[src/rtl/cop_req_ctrl_pkg.sv]
// Shared types for the CP0 request controller: op codes, FSM states, latched request.
package cop_req_ctrl_pkg;

  typedef enum logic [2:0] {
    COP_OP_NOP = 3'd0,
    COP_OP_MV  = 3'd1,
    COP_OP_EN  = 3'd2,
    COP_OP_DIS = 3'd3,
    COP_OP_RET = 3'd4,
    COP_OP_SYS = 3'd5,
    COP_OP_BRK = 3'd6,
    COP_OP_INT = 3'd7
  } cop_op_e;

  typedef enum logic [1:0] {
    IDLE    = 2'd0,
    ISSUE   = 2'd1,
    CAPTURE = 2'd2,
    REDIR   = 2'd3
  } state_e;

  localparam logic [31:0] INT_VEC_DFLT = 32'h0000_3000;

  typedef struct packed {
    cop_op_e     op;
    logic [19:0] code;
    logic [31:0] pc;
  } cop_req_t;

  // Fixed-priority request select; NOP means nothing to issue.
  function automatic cop_op_e sel_op(input logic brk, input logic sys, input logic eret,
                                     input logic di, input logic ei, input logic int_ok);
    cop_op_e op;
    op = COP_OP_NOP;
    if (brk)         op = COP_OP_BRK;
    else if (sys)    op = COP_OP_SYS;
    else if (eret)   op = COP_OP_RET;
    else if (di)     op = COP_OP_DIS;
    else if (ei)     op = COP_OP_EN;
    else if (int_ok) op = COP_OP_INT;
    return op;
  endfunction

endpackage

[src/rtl/irq_sync_edge.sv]
// Purpose: two-FF synchroniser, rising-edge detect and sticky pending per irq line.
// Latency: edge on irq to pending bit set is three clocks.
// Backpressure: none; pending bits hold until cleared by clr.
module irq_sync_edge #(
  parameter int NIRQ = 6
) (
  input  logic            clk,
  input  logic            rst_n,
  input  logic [NIRQ-1:0] irq,
  input  logic [NIRQ-1:0] clr,
  output logic [NIRQ-1:0] pend
);

  logic [NIRQ-1:0] sync1;
  logic [NIRQ-1:0] sync2;
  logic [NIRQ-1:0] sync3;

  always_ff @(posedge clk or negedge rst_n) begin
    if (!rst_n) begin
      sync1 <= '0;
      sync2 <= '0;
      sync3 <= '0;
      pend  <= '0;
    end else begin
      sync1 <= irq;
      sync2 <= sync1;
      sync3 <= sync2;
      // A fresh edge wins over a simultaneous clear so it is never lost.
      pend  <= (pend & ~clr) | (sync2 & ~sync3);
    end
  end

endmodule

[src/rtl/cop_req_ctrl.sv]
// Purpose: prioritise EX trap/return/IE requests and irqs, issue one CP0 op each, redirect fetch.
// Latency: accept at t, op on cop_op at t+1, PC redirect + flush at t+3 (EN/DIS finish at t+1).
// Backpressure: stall freezes IF/ID/EX from acceptance until the redirect cycle.
module cop_req_ctrl
  import cop_req_ctrl_pkg::*;
#(
  parameter int          NIRQ    = 6,
  parameter logic [31:0] INT_VEC = INT_VEC_DFLT
) (
  input  logic            clk,
  input  logic            rst_n,
  input  logic            ex_valid,
  input  logic            ex_syscall,
  input  logic            ex_break,
  input  logic            ex_eret,
  input  logic            ex_ei,
  input  logic            ex_di,
  input  logic [19:0]     ex_code,
  input  logic [31:0]     ex_pc_next,
  input  logic [NIRQ-1:0] irq,
  output logic [2:0]      cop_op,
  output logic [19:0]     cop_code,
  output logic [31:0]     cop_next_pc,
  input  logic [31:0]     cop_out,
  output logic            stall,
  output logic            flush,
  output logic            redir_valid,
  output logic [31:0]     redir_pc,
  output logic            in_handler,
  output logic [NIRQ-1:0] irq_pend
);

  state_e          state;
  cop_req_t        req_q;
  cop_op_e         cop_op_q;
  cop_op_e         req_op;
  logic            ie;
  logic            ex_hold;
  logic            ex_ok;
  logic            int_ok;
  logic            accept;
  logic [NIRQ-1:0] int_sel;
  logic [NIRQ-1:0] pend_clr;

  irq_sync_edge #(.NIRQ(NIRQ)) u_irq (
    .clk   (clk),
    .rst_n (rst_n),
    .irq   (irq),
    .clr   (pend_clr),
    .pend  (irq_pend)
  );

  // EN/DIS complete without a flush; mask EX for the one cycle in which it retires.
  assign ex_ok    = ex_valid & ~ex_hold;
  assign int_ok   = ie & ~in_handler & (|irq_pend);
  assign req_op   = sel_op(ex_ok & ex_break, ex_ok & ex_syscall, ex_ok & ex_eret,
                           ex_ok & ex_di, ex_ok & ex_ei, int_ok);
  assign accept   = (state == IDLE) && (req_op != COP_OP_NOP);
  assign stall    = (state == ISSUE) || (state == CAPTURE) || accept;
  assign pend_clr = ((state == ISSUE) && (req_q.op == COP_OP_INT)) ? int_sel : '0;

  assign cop_op      = cop_op_q;
  assign cop_code    = req_q.code;
  assign cop_next_pc = req_q.pc;

  always_ff @(posedge clk or negedge rst_n) begin
    if (!rst_n) begin
      state       <= IDLE;
      req_q       <= '0;
      cop_op_q    <= COP_OP_NOP;
      ie          <= 1'b0;
      in_handler  <= 1'b0;
      ex_hold     <= 1'b0;
      int_sel     <= '0;
      redir_valid <= 1'b0;
      flush       <= 1'b0;
      redir_pc    <= '0;
    end else begin
      redir_valid <= 1'b0;
      flush       <= 1'b0;
      ex_hold     <= 1'b0;
      case (state)
        IDLE: begin
          if (accept) begin
            req_q.op   <= req_op;
            req_q.code <= ex_code;
            req_q.pc   <= ex_pc_next;
            cop_op_q   <= req_op;
            // Lowest set pending line is the one this INT services.
            int_sel    <= irq_pend & (~irq_pend + NIRQ'(1));
            state      <= ISSUE;
          end
        end
        ISSUE: begin
          cop_op_q <= COP_OP_NOP;
          state    <= CAPTURE;
          case (req_q.op)
            COP_OP_EN: begin
              ie      <= 1'b1;
              ex_hold <= 1'b1;
              state   <= IDLE;
            end
            COP_OP_DIS: begin
              ie      <= 1'b0;
              ex_hold <= 1'b1;
              state   <= IDLE;
            end
            COP_OP_RET: begin
              in_handler <= 1'b0;
              redir_pc   <= cop_out;
            end
            COP_OP_INT: begin
              in_handler <= 1'b1;
              ie         <= 1'b0;
              redir_pc   <= INT_VEC;
            end
            COP_OP_SYS, COP_OP_BRK: begin
              in_handler <= 1'b1;
              redir_pc   <= cop_out;
            end
            default: state <= IDLE;
          endcase
        end
        CAPTURE: begin
          redir_valid <= 1'b1;
          flush       <= 1'b1;
          state       <= REDIR;
        end
        REDIR:   state <= IDLE;
        default: state <= IDLE;
      endcase
    end
  end

endmodule

[config.mk]
export PLATFORM = sky130hd
export DESIGN_NAME = cop_req_ctrl
export DESIGN_NICKNAME = d
export VERILOG_FILES = /design/src/rtl/cop_req_ctrl_pkg.sv /design/src/rtl/irq_sync_edge.sv /design/src/rtl/cop_req_ctrl.sv
export SDC_FILE = /design/constraint.sdc
export NUM_CORES = 1
export LEC_CHECK = 0
export BUFFER_PORTS_ARGS = -buffer_cell sky130_fd_sc_hd__buf_2
export CAP_MARGIN = 10
export CORE_MARGIN = 4
export CORE_UTILIZATION = 30
export CTS_CLUSTER_DIAMETER = 50
export DETAILED_ROUTE_END_ITERATION = 8
export GPL_ROUTABILITY_DRIVEN = 0
export MAX_ROUTING_LAYER = met4
export PLACE_DENSITY = 0.55
export SETUP_SLACK_MARGIN = 0.02
export SLEW_MARGIN = 0
export SYNTH_ARGS = -nofsm -noshare
export SYNTH_HDL_FRONTEND = slang
export SYNTH_SLANG_ARGS = --single-unit
[constraint.sdc]
create_clock -name clk -period 3.1 [get_ports clk]
set_input_delay 0.62 -clock clk [delete_from_list [all_inputs] [get_ports clk]]
set_output_delay 0.62 -clock clk [all_outputs]
set_load 0.01 [all_outputs]
### After elaboration in Yosys (flattened, before gate mapping)

Cells that the tools add are included.

| storage, ports and cells | value |
|---|---|
| bits in registers | 126 |
| input bits | 98 |
| output and inout port bits | 97 |
| word-level logic and storage cells | 82 |

| operators by class | value |
|---|---|
| $add $sub $neg | 1 |
| equality and inequality tests | 10 |
| mux-type cells | 18 |
| bitwise logic cells | 17 |
| reduce and logical (&&, ||, !) cells | 21 |

Operator list:

| operator | count |
|---|---|
| 32-bit case mux with 2 select lines | 1 |
| 3-bit 2-to-1 mux | 7 |
| 6-bit AND | 3 |
| 6-bit NOT | 3 |
| 3-bit equality test, second input constant | 4 |
| 2-bit AND reduction | 5 |
| 1-bit AND | 8 |
| 2-bit case mux with 4 select lines | 1 |
| 2-bit nonzero test | 4 |
| 6-bit by 1-bit adder with 6-bit output, second input constant | 1 |
| 3-bit by 2-bit equality test with 1-bit output, second input constant | 2 |
| 6-bit 2-to-1 mux | 1 |
| 6-bit bitwise OR | 1 |
| 3-bit case mux with 2 select lines | 1 |
| 3-bit OR reduction | 2 |
| 6-bit OR reduction | 1 |
| 2-bit equality test, second input constant | 2 |
| 2-bit 2-to-1 mux | 2 |
| 1-bit case mux with 2 select lines | 2 |
| 2-bit OR reduction | 2 |
| 4-bit OR reduction | 1 |
| 1-bit 2-to-1 mux | 3 |
| 3-bit nonzero test | 1 |
| 2-bit by 1-bit equality test with 1-bit output, second input constant | 1 |
| 5 further kinds | 8 |

### Depth between registers and ports, before layout

| logic depth | value |
|---|---|
| depth after elaboration | 13 |
| mapped depth | 7 |
| gate-level depth less buffers | 6 |

### Modules after synthesis

From an unflattened synthesis, not the netlist that was laid out.

| second synthesis, totals | value |
|---|---|
| cell total of the unflattened synthesis | 375 |
| area, all modules | 5182.5 sq um |

Modules (own cells, without submodules):

| module | times used | cells an instance | area an instance (sq um) | sequential area each (sq um) |
|---|---|---|---|---|
| cop_req_ctrl | 1 | 333 | 4461.8 | 2552.4 |
| irq_sync_edge | 1 | 42 | 720.7 | 600.6 |

### Worst setup path after synthesis

Ideal clock, no wire load.

| path | value |
|---|---|
| path type | register -> output |
| start | reg u_irq.pend[3] |
| end | out stall |
| data arrival time | 2118 ps |
| required time | 2480 ps |
| setup slack | 362 ps |
| stages on the path, launching flop included | 7 |
| buffers on the path | 2 |
| path through | dfrtp_1 or4_4 o311a_1 buf_6 o31ai_4 buf_6 nand2b_1 |

| on the way | value |
|---|---|
| word-level cells in the longest chain between the ends | 11 |

Ends and longest elaborated chain:

| element | line | text |
|---|---|---|
| start, declared | irq_sync_edge.sv:11 | `output logic [NIRQ-1:0] pend` |
| start signal, assigned | irq_sync_edge.sv:29 | `pend <= (pend & ~clr) \| (sync2 & ~sync3);` |
| 6-bit OR reduction | cop_req_ctrl.sv:55 | `assign int_ok = ie & ~in_handler & (\|irq_pend);` |
| 1-bit AND | cop_req_ctrl.sv:55 |  |
| 3-bit 2-to-1 mux | cop_req_ctrl_pkg.sv:40 | `else if (int_ok) op = COP_OP_INT;` |
| 3-bit 2-to-1 mux | cop_req_ctrl_pkg.sv:39 | `else if (ei) op = COP_OP_EN;` |
| 3-bit 2-to-1 mux | cop_req_ctrl_pkg.sv:38 | `else if (di) op = COP_OP_DIS;` |
| 3-bit 2-to-1 mux | cop_req_ctrl_pkg.sv:37 | `else if (eret) op = COP_OP_RET;` |
| 3-bit 2-to-1 mux | cop_req_ctrl_pkg.sv:36 | `else if (sys) op = COP_OP_SYS;` |
| 3-bit 2-to-1 mux | cop_req_ctrl_pkg.sv:35 | `if (brk) op = COP_OP_BRK;` |
| 3-bit nonzero test | cop_req_ctrl.sv:58 | `assign accept = (state == IDLE) && (req_op != COP_OP_NOP);` |
| 1-bit logical AND | cop_req_ctrl.sv:58 |  |
| 1-bit logical OR | cop_req_ctrl.sv:59 | `assign stall = (state == ISSUE) \|\| (state == CAPTURE) \|\| accept;` |
| end, declared | cop_req_ctrl.sv:25 | `output logic stall,` |

No other way between the ends.

### Final worst setup path

Same ends and word-level chain as after synthesis.

==> flow_metrics.py <==
metrics = {
    "run_status": {
        "status": "finished clean",
    },
    "flow_run": {
        "maxCapViolCount": 0,
    },
    "worst_setup_path": {
        "worstSetupPathType": "flip-flop to primary output",
        "worst-path-max-fanout": 8,
        "startpoint": "u_irq.pend[3]$_DFF_PN0_",
        "critPathArrivalTime_ns": 2.33,
        "required_ns": 2.48,
        "r2r-start": "u_irq.pend[3]$_DFF_PN0_",
        "setup.worst_path.end_class": "primary output",
        "start_kind": "flip-flop",
    },
    "global_route": {
        "grt_max_degree": 55,
        "grt_overflow": 0,
        "grt_usage": 0.122,
        "first_global_vias": 3611,
        "grt_pass1_wl_um": 18600,
        "grt_antenna_before_repair": 0,
    },
    "synthesis": {
        "synthCells": 367,
        "synth.yosys.seq_area_share": 0.595,
        "yosysUniqueCellTypes": 35,
        "synthXorXnorAreaFrac": 0,
        "synth_compound_area_frac": 0.0980,
        "synthAdderAreaFrac": 0.00708,
        "synth_top_family_by_area": "multiplexers",
        "yosys.area_share.simple": 0.0354,
        "synth-seq-cells": 126,
        "synth_fp_nets": 468,
        "syn_area_mm2": 0.00530,
        "synthMuxAreaShare": 0.161,
        "syn_area_per_cell_um2": 14.4,
        "yosys_warnings": 0,
    },
    "finish": {
        "stdcell_count": 757,
        "drive_gt1_frac": 0.545,
        "nets": 620,
        "fin_util": 0.387,
        "diodes": 0,
        "syn_to_final_growth_pct": 26.2,
    },
    "timing": {
        "hold_ws_ns": 0.170,
        "worst_pin_slew_ns": 0.558,
        "tns_ns": 0,
        "final_max_slew_viol_count": 0,
        "setup_viol": 0,
        "finalClockSkew_ns": 0.00796,
        "rsz0062_at_grt": "no",
        "fmax_mhz": 339,
        "min_period_over_period": 0.951,
        "period_minus_slack_ns": 2.95,
        "maxSlewHeadroom": 0.627,
        "hold_violations": 0,
    },
    "pwr": {
        "clkPwrFrac": 0.253,
        "p_comb_frac": 0.388,
        "finalPower_mw": 7.39,
        "p_per_area_mw_per_mm2": 1100,
        "leakage_nw": 3.44,
        "p_int_mw": 4.95,
        "pwr-share-seq": 0.359,
        "swShare": 0.330,
        "ir_drop_uv": 411,
        "p_switching_mw": 2.44,
    },
    "clocking": {
        "clk_pin_slew_ns": 0.06,
        "cts.sinks": 126,
        "insertion_delay_ns": 0.41,
        "cts_tree": "done",
        "root_buffer": "clkbuf_16",
        "cts_buffers": 17,
        "cts_max_path_buffers": 2,
        "cts_max_level": 4,
    },
    "placed_design": {
        "dp_hpwl_um": 8100,
        "dpl.cell_count": 724,
        "io_buffers": 194,
    },
    "drt": {
        "firstDrtPassIters": 4,
        "avgRoutedWirePerCell_um": 15.2,
        "antenna_left": 0,
        "drt-initial-drc-count": 94,
        "route.detailed.drc": 0,
        "num_vias": 3282,
        "viasPerCell": 4.34,
        "routed_wl_um": 11500,
    },
    "floorplanning": {
        "io_pins": 195,
        "core.rowCount": 48,
        "dieArea_mm2": 0.0199,
        "die_h_um": 141,
        "initial_core_util": 0.306,
        "core_area_mm2": 0.0173,
        "die_width_um": 141,
    },
    "worst_hold_path": {
        "worstHoldPathType": "primary input to async pin",
    },
}
timing repair:
action	CTS	global route
pin swaps	1	0
endpoints found under the setup margin	1	1
gates resized for setup	0	1
setup buffers	1	0
gates cloned	0	0
hold buffers	0	0
worst max-delay path, cell delays in order, from the launching register on:
cell and delay, ns:
dfrtp_1 0.41, or4_4 0.56, o311a_2 0.45, o31ai_4 0.27, nand2b_1 0.09, buf_2 0.15
logic make-up after synthesis:
kind of cell               count (synthesis)
buffers and inverters                     80
AOI/OAI and AO/OA                         61
muxes                                     59
DFF                                      126
adders and majority gates                  3
and+or+nand+nor                           38
registers in the layout, summed over array words and instances, names as in the netlist, 6 cells and up, named ones only:
name / count
u_irq.sync1: 6
u_irq.sync2: 6
redir_pc: 32
cop_next_pc: 32
u_irq.pend: 6
u_irq.sync3: 6
int_sel: 6
cop_code: 20
layout make-up:
cell class              instances  area (um^2)
repair buffers                201         1050
multi-input cells             161         1600
flip-flops and latches        126         3150
well taps                     225          282
clock buffers                  20          447
inverters                      12         45.0
clock inverters                12          113
fillers                      1692        10600
metrics by stage:
| step | setup WS (ns) | instance area (um^2) |
|---|---|---|
| after floorplan | 0.362 | 5300 |
| after global placement | 0.453 | 6120 |
| after detailed placement | 0.384 | 6120 |
| after CTS | 0.118 | 6690 |
| after global routing | 0.0365 | 6690 |
| final | 0.151 | 6690 |
final timing paths:
path                                       endpoint  slack [ns]  cells past startpoint
setup / recovery                              stall        0.15                      5
hold / removal               int_sel[3]$_DFFE_PN0P_        0.17                      1
setup reg to reg            cop_code[7]$_DFFE_PN0P_        0.38                      6
hold reg to reg            u_irq.sync2[5]$_DFF_PN0_        0.35                      0
max in group asynchronous            ie$_DFFE_PN0P_        2.09                      2
min in group clk           u_irq.sync1[3]$_DFF_PN0_        0.32                      1
metal layers:
layer / share of wire / GRT usage / up-vias / wire, um
met2: 0.47 / 0.183 / 132 / 5420
met4: 0.0086 / 0.0362 / 0 / 99
met3: 0.081 / 0.0519 / 7 / 931
met5: 0 / - / - / 0
met1: 0.44 / 0.150 / 1605 / 5040
li1: - / - / 1538 / -
cells in the final DEF (no fill, tap or decap), drive strengths merged, types with 3 or more instances in the layout:
master    n
nand2    12
o21ai     4
o31ai     3
a22o     40
dfrtp   126
nor3      4
nor3b     3
inv      15
nor2     11
clkbuf   20
mux2     58
a21oi     3
ha        3
buf     201
clkinv    6
o22a      3
power by group through the flow:
stage | combinational, mW | clock, mW | sequential (mW)
floorplan | 2.37 | 0 | 2.70
global placement | 2.83 | 0 | 2.66
detailed placement | 2.90 | 0 | 2.66
CTS | 2.92 | 1.95 | 2.65
global route | 3.10 | 2.02 | 2.73
finish | 2.87 | 1.87 | 2.65
Yosys cell counts, drive strengths merged:
library cell / count / area [um^2]
dfrtp: 126 / 3150
buf: 60 / 477
mux2: 58 / 841
a22o: 40 / 353
inv: 12 / 45.0
nand2: 12 / 45.0
nor2: 11 / 41.3
clkbuf: 8 / 30.0
nor3: 4 / 20.0
o21ai: 4 / 20.0
a21oi: 3 / 15.0
ha: 3 / 37.5
nor3b: 3 / 22.5
o22a: 3 / 26.3
o31ai: 3 / 36.3
a21o: 2 / 16.3
nand2b: 2 / 12.5
nor2b: 2 / 12.5
a211o: 1 / 10.0
a221o: 1 / 10.0
a31oi: 1 / 6.26
and2: 1 / 6.26
and2b: 1 / 7.51
mux2i: 1 / 10.0
nor4b: 1 / 8.76
o21a: 1 / 7.51
o311a: 1 / 10.0
o32ai: 1 / 8.76
or4: 1 / 11.3
Note: power is estimated with default switching activity, not from simulation.
